**src/rtl/pair_judge.sv**
```systemverilog
// rtl/pair_judge.sv - turn/match controller for a 16-card memory game; optional turn timeout via TURN_TIMEOUT_EN
module pair_judge #(
    parameter int N_PAIRS       = 8,
    parameter int REVEAL_CYCLES = 50000000,
    parameter int CNT_W         = 26
`ifdef TURN_TIMEOUT_EN
    ,
    parameter int TURN_CYCLES   = 500000000
`endif
) (
    input  logic       clk,
    input  logic       rst,
    input  logic       select,
    input  logic [3:0] cursor,
    input  logic [3:0] card_label,
    input  logic       card_hidden,
    output logic       reveal,
    output logic [3:0] reveal_idx,
    output logic       hide,
    output logic       par,
    output logic [3:0] idx_a,
    output logic [3:0] idx_b,
    output logic       player,
    output logic [3:0] score0,
    output logic [3:0] score1,
    output logic       busy,
    output logic       finish,
    output logic [1:0] winner
`ifdef TURN_TIMEOUT_EN
    ,
    output logic       timeout
`endif
);

    localparam logic [2:0] S_FIRST   = 3'd0;
    localparam logic [2:0] S_SECOND  = 3'd1;
    localparam logic [2:0] S_SHOW    = 3'd2;
    localparam logic [2:0] S_RESOLVE = 3'd3;
    localparam logic [2:0] S_DONE    = 3'd4;

    localparam int PL_W = $clog2(N_PAIRS + 1);

    logic [2:0]       state_q, state_d;
    logic [3:0]       idx_a_q, idx_a_d, idx_b_q, idx_b_d, reveal_idx_q, reveal_idx_d;
    logic [3:0]       label_a_q, label_a_d, label_b_q, label_b_d;
    logic [3:0]       score0_q, score0_d, score1_q, score1_d;
    logic [CNT_W-1:0] timer_q, timer_d;
    logic [PL_W-1:0]  pairs_left_q, pairs_left_d;
    logic             reveal_q, reveal_d, hide_q, hide_d, par_q, par_d;
    logic             player_q, player_d, busy_q, busy_d, finish_q, finish_d;
    logic [1:0]       winner_q, winner_d;

`ifdef TURN_TIMEOUT_EN
    localparam int TO_W = (TURN_CYCLES > 1) ? $clog2(TURN_CYCLES) : 1;
    localparam logic [TO_W-1:0] TMO_RELOAD = TO_W'(TURN_CYCLES - 1);
    logic [TO_W-1:0] tmo_q, tmo_d;
    logic            timeout_q, timeout_d;
`endif

    always_comb begin
        state_d      = state_q;
        idx_a_d      = idx_a_q;
        idx_b_d      = idx_b_q;
        reveal_idx_d = reveal_idx_q;
        label_a_d    = label_a_q;
        label_b_d    = label_b_q;
        score0_d     = score0_q;
        score1_d     = score1_q;
        timer_d      = timer_q;
        pairs_left_d = pairs_left_q;
        player_d     = player_q;
        reveal_d     = 1'b0;
        hide_d       = 1'b0;
        par_d        = 1'b0;

        case (state_q)
            S_FIRST: begin
                if (select && card_hidden) begin
                    idx_a_d      = cursor;
                    label_a_d    = card_label;
                    reveal_d     = 1'b1;
                    reveal_idx_d = cursor;
                    state_d      = S_SECOND;
                end
            end
            S_SECOND: begin
                if (select && card_hidden && (cursor != idx_a_q)) begin
                    idx_b_d      = cursor;
                    label_b_d    = card_label;
                    reveal_d     = 1'b1;
                    reveal_idx_d = cursor;
                    timer_d      = CNT_W'(REVEAL_CYCLES - 1);
                    state_d      = S_SHOW;
                end
            end
            S_SHOW: begin
                if (timer_q == '0) state_d = S_RESOLVE;
                else               timer_d = timer_q - CNT_W'(1);
            end
            S_RESOLVE: begin
                if (label_a_q == label_b_q) begin
                    par_d = 1'b1;
                    if (!player_q) score0_d = (score0_q == 4'd15) ? score0_q : score0_q + 4'd1;
                    else           score1_d = (score1_q == 4'd15) ? score1_q : score1_q + 4'd1;
                    pairs_left_d = pairs_left_q - PL_W'(1);
                    state_d      = (pairs_left_q == PL_W'(1)) ? S_DONE : S_FIRST;
                end else begin
                    hide_d   = 1'b1;
                    player_d = ~player_q;
                    state_d  = S_FIRST;
                end
            end
            S_DONE:  state_d = S_DONE;
            default: state_d = S_FIRST;
        endcase

`ifdef TURN_TIMEOUT_EN
        // Idle turn: reload on accepted select, else count down and forfeit on expiry.
        timeout_d = 1'b0;
        tmo_d     = tmo_q;
        if (state_q == S_FIRST || state_q == S_SECOND) begin
            if (reveal_d) begin
                tmo_d = TMO_RELOAD;
            end else if (tmo_q == '0) begin
                timeout_d = 1'b1;
                player_d  = ~player_q;
                tmo_d     = TMO_RELOAD;
                if (state_q == S_SECOND) begin
                    hide_d  = 1'b1;
                    idx_b_d = idx_a_q;
                    state_d = S_FIRST;
                end
            end else begin
                tmo_d = tmo_q - TO_W'(1);
            end
        end else if (state_d == S_FIRST) begin
            tmo_d = TMO_RELOAD;
        end
`endif

        busy_d   = (state_d == S_SHOW) || (state_d == S_RESOLVE);
        finish_d = (state_d == S_DONE);
        winner_d = 2'b00;
        if (finish_d) begin
            if (score0_d > score1_d)      winner_d = 2'b01;
            else if (score1_d > score0_d) winner_d = 2'b10;
            else                          winner_d = 2'b11;
        end
    end

    always_ff @(posedge clk or negedge rst) begin
        if (!rst) begin
            state_q      <= S_FIRST;
            idx_a_q      <= '0;
            idx_b_q      <= '0;
            reveal_idx_q <= '0;
            label_a_q    <= '0;
            label_b_q    <= '0;
            score0_q     <= '0;
            score1_q     <= '0;
            timer_q      <= '0;
            pairs_left_q <= PL_W'(N_PAIRS);
            player_q     <= 1'b0;
            reveal_q     <= 1'b0;
            hide_q       <= 1'b0;
            par_q        <= 1'b0;
            busy_q       <= 1'b0;
            finish_q     <= 1'b0;
            winner_q     <= 2'b00;
`ifdef TURN_TIMEOUT_EN
            tmo_q        <= TMO_RELOAD;
            timeout_q    <= 1'b0;
`endif
        end else begin
            state_q      <= state_d;
            idx_a_q      <= idx_a_d;
            idx_b_q      <= idx_b_d;
            reveal_idx_q <= reveal_idx_d;
            label_a_q    <= label_a_d;
            label_b_q    <= label_b_d;
            score0_q     <= score0_d;
            score1_q     <= score1_d;
            timer_q      <= timer_d;
            pairs_left_q <= pairs_left_d;
            player_q     <= player_d;
            reveal_q     <= reveal_d;
            hide_q       <= hide_d;
            par_q        <= par_d;
            busy_q       <= busy_d;
            finish_q     <= finish_d;
            winner_q     <= winner_d;
`ifdef TURN_TIMEOUT_EN
            tmo_q        <= tmo_d;
            timeout_q    <= timeout_d;
`endif
        end
    end

    assign reveal     = reveal_q;
    assign reveal_idx = reveal_idx_q;
    assign hide       = hide_q;
    assign par        = par_q;
    assign idx_a      = idx_a_q;
    assign idx_b      = idx_b_q;
    assign player     = player_q;
    assign score0     = score0_q;
    assign score1     = score1_q;
    assign busy       = busy_q;
    assign finish     = finish_q;
    assign winner     = winner_q;
`ifdef TURN_TIMEOUT_EN
    assign timeout    = timeout_q;
`endif

endmodule

```
**config.mk**
```make
export PLATFORM = sky130hd
export DESIGN_NAME = pair_judge
export DESIGN_NICKNAME = d
export VERILOG_FILES = /design/src/rtl/pair_judge.sv
export SDC_FILE = /design/constraint.sdc
export NUM_CORES = 1
export LEC_CHECK = 0
export CORE_MARGIN = 8
export CORE_UTILIZATION = 30
export DETAILED_ROUTE_END_ITERATION = 6
export MAX_ROUTING_LAYER = met4
export PLACE_DENSITY_LB_ADDON = 0.3
export SLEW_MARGIN = 30
export SYNTH_ARGS = -nofsm -noshare
export SYNTH_HDL_FRONTEND = slang
export SYNTH_SLANG_ARGS = --single-unit
```
**constraint.sdc**
```tcl
create_clock -name clk -period 5.6 [get_ports clk]
set_input_delay 1.4 -clock clk [delete_from_list [all_inputs] [get_ports clk]]
set_output_delay 1.4 -clock clk [all_outputs]
set_load 0.02 [all_outputs]
```
==> flow_summary.ini <==
[status]
status = finished clean

[synthesis]
ys_seq_area_frac = 0.483
netlist_area_um2 = 3580
synth_edf_count = 0
synthCells = 344
async_flop_share = 1.00
yosys.cell_types.count = 53
synth_top_area_cell = dfrtp_1
synth.area.top_cells = dfrtp_1, mux2_2, nand2_1, ha_1, xor2_1
syn_nets = 366
synth_top_area_frac = 0.476
postSynthAreaPerCell_um2 = 10.4
synth_seq_cells = 69
yosysWarnings = 0
yosys_most_used_dff = dfrtp_1

[timing]
final_max_slew_viol_count = 0
fmax_ghz = 0.282
fin_crit_sh = 0.632
skew_ns = 0.00805
period_minus_slack_ns = 3.54
worstMarginPinSlew_ns = 0.908
hold_viol = 0
holdWs_ns = 0.484
rsz0062_at_grt = false
max_slew_margin = 0.392
final-setup-viol-count = 0
tns_ns = 0

[setup_path]
required_ns = 5.87
cp-start-kind = primary input
critPathMaxFanout = 19
cp_cell_sequence = clkdlybuf4s50_1 -> xor2_1 -> o41ai_1 -> nor2_1 -> buf_4 -> or4_1 -> nand2_1
max_stage_delay_ns = 0.55
critPathCaptureType = register
cp.arrival_ns = 3.81
critPathSlowestCell = o41ai_1
crit_type = primary input to register

[min_path]
hp-class = register to register

[detailed_routing]
ant_nets = 0
drt-initial-drc-count = 151
vias = 2746
wl_per_cell_um = 15.3
drt_drc_violations_left = 0
wl_um = 8170
viasPerCell = 5.14
first_pass_iters = 4

[cells_and_area]
drive_gt1_frac = 0.114
syn2layout_area_growth_pct = 23.7
finalNetCount = 404
fillers = 1173
diodes = 0

[clock_network]
post-cts-setup-buffers = 0
ctsHoldBuffers = 0
clkLatencyLatePin_ns = 0.34
clk_pin_slew_worst_paths_ns = 0.06
htreeDepth = 3
cts_resized = 0
cts.sink_count = 69
cts_tree = yes
clockBufferDepth = 2
cts_root_buf = clkbuf_16
cts_buffers = 9

[floorplan]
ios = 40
core_area_um2 = 11800
dieArea_um2 = 15700
initial_core_util = 0.303
die_h_um = 125
rows = 40
fp.dieW_um = 125

[global_routing]
grt_pass1_wl_um = 14100
grt_max_degree = 46
gr-total-overflow = 0
gr-usage-all-layers = 0.113
antenna_found_initial = 0
first_global_vias = 2796

[power_and_ir_drop]
power_density_nw_per_um2 = 507
leakage_nw = 1.83
peakVddDrop_uv = 243

[placed_design]
place_hpwl_um = 5580
gp_congestion = 0.760
io_buffers = 39

[job]
maxCapViolations = 0
## state kept, by name, indices dropped and copies added (netlist names), 2 cells and up
| register | flops |
|---|---|
| label_a_q | 4 |
| reveal_idx | 4 |
| winner | 2 |
| score1 | 4 |
| pairs_left_q | 4 |
| label_b_q | 4 |
| idx_a | 4 |
| score0 | 4 |
| timer_q | 26 |
| idx_b | 4 |
| state_q | 3 |
## cell families after synthesis
| family | share of synthesized area |
|---|---|
| simple gates | 0.221 |
| flops | 0.483 |
| compound gates | 0.121 |
| buf+inv | 0.0301 |
| mux | 0.0728 |
| xor+xnor | 0.0367 |
| fa+ha+maj | 0.0350 |
## per-stage QoR
step / area [um^2] / worst slack (ns) / utilization / power, mW / std cells
5_1_grt: 4420 / 1.96 / 0.374 / 2.40 / 534
3_5_place_dp: 4100 / 1.78 / 0.347 / 1.63 / 518
6_report: 4420 / 2.06 / 0.374 / 2.24 / 534
3_3_place_gp: 4090 / 1.80 / 0.347 / 1.61 / 518
2_1_floorplan: 3580 / 2.59 / - / 1.36 / 344
4_1_cts: 4420 / 2.06 / 0.374 / 2.27 / 534
## power by group
group          leakage, nW  internal [mW]  switching (mW)
clock network        0.152          0.403           0.221
registers            0.868          0.700           0.181
logic                0.811          0.348           0.392
## cell usage in the layout, fill, tap and decap left out, types with 7 or more instances in the layout
| cell | instances |
|---|---|
| a21oi_1 | 12 |
| and2_1 | 8 |
| clkbuf_16 | 9 |
| clkdlybuf4s50_1 | 38 |
| dfrtp_1 | 68 |
| ha_1 | 10 |
| inv_1 | 8 |
| mux2_2 | 16 |
| mux2i_1 | 8 |
| nand2_1 | 34 |
| nand3_1 | 9 |
| nor2_1 | 19 |
| nor3_1 | 10 |
| nor4_1 | 11 |
| o21ai_0 | 15 |
| o31ai_1 | 7 |
| or4_1 | 11 |
| xor2_1 | 12 |
## final cells by class
class | instances | area [um^2] | area share
multi-input combinational | 251 | 1740 | 0.393
inverter | 9 | 33.8 | 0.00764
clock inverter | 5 | 83.8 | 0.0190
timing repair buffer | 42 | 410 | 0.0928
sequential | 69 | 1730 | 0.391
tap | 147 | 184 | 0.0416
clock buffer | 11 | 243 | 0.0549
## cell usage after synthesis, types with 9 or more instances
master / n
a21oi_1: 12
clkbuf_1: 11
dfrtp_1: 68
ha_1: 10
mux2_2: 16
nand2_1: 34
nand3_1: 9
nor2_1: 19
nor3_1: 10
nor4_1: 11
o21ai_0: 15
or4_1: 11
xor2_1: 12
## critical path: cells and delay by family
kind                   cells  cell delay, ns
AO/OA/AOI/OAI              1            0.55
XOR/XNOR                   1            0.20
buffers and inverters      2            0.77
AND/OR/NAND/NOR            3            0.88
## metal layers
| metal | GRT usage | vias to the layer above | wire, um |
|---|---|---|---|
| met4 | 0.0523 | 0 | 196 |
| met3 | 0.0297 | 17 | 288 |
| met2 | 0.166 | 52 | 3730 |
| met1 | 0.143 | 1336 | 3960 |
| met5 | - | - | 0 |
| li1 | - | 1341 | - |
## final timing paths
path / start / to / slack [ns] / cells past startpoint
max: cursor[1] / timer_q[16]$_DFFE_PN0P_ / 2.06 / 7
min: idx_b[0]$_DFFE_PN0P_ / idx_b[0]$_DFFE_PN0P_ / 0.48 / 2
max reg2reg: label_b_q[0]$_DFFE_PN0P_ / winner[1]$_DFF_PN0_ / 2.36 / 11
min reg2reg: idx_b[0]$_DFFE_PN0P_ / idx_b[0]$_DFFE_PN0P_ / 0.48 / 2
max in group asynchronous: rst / finish$_DFF_PN0_ / 3.76 / 2
min in group asynchronous: rst / idx_b[3]$_DFFE_PN0P_ / 1.06 / 1
Note: power is estimated with default switching activity, not from simulation.
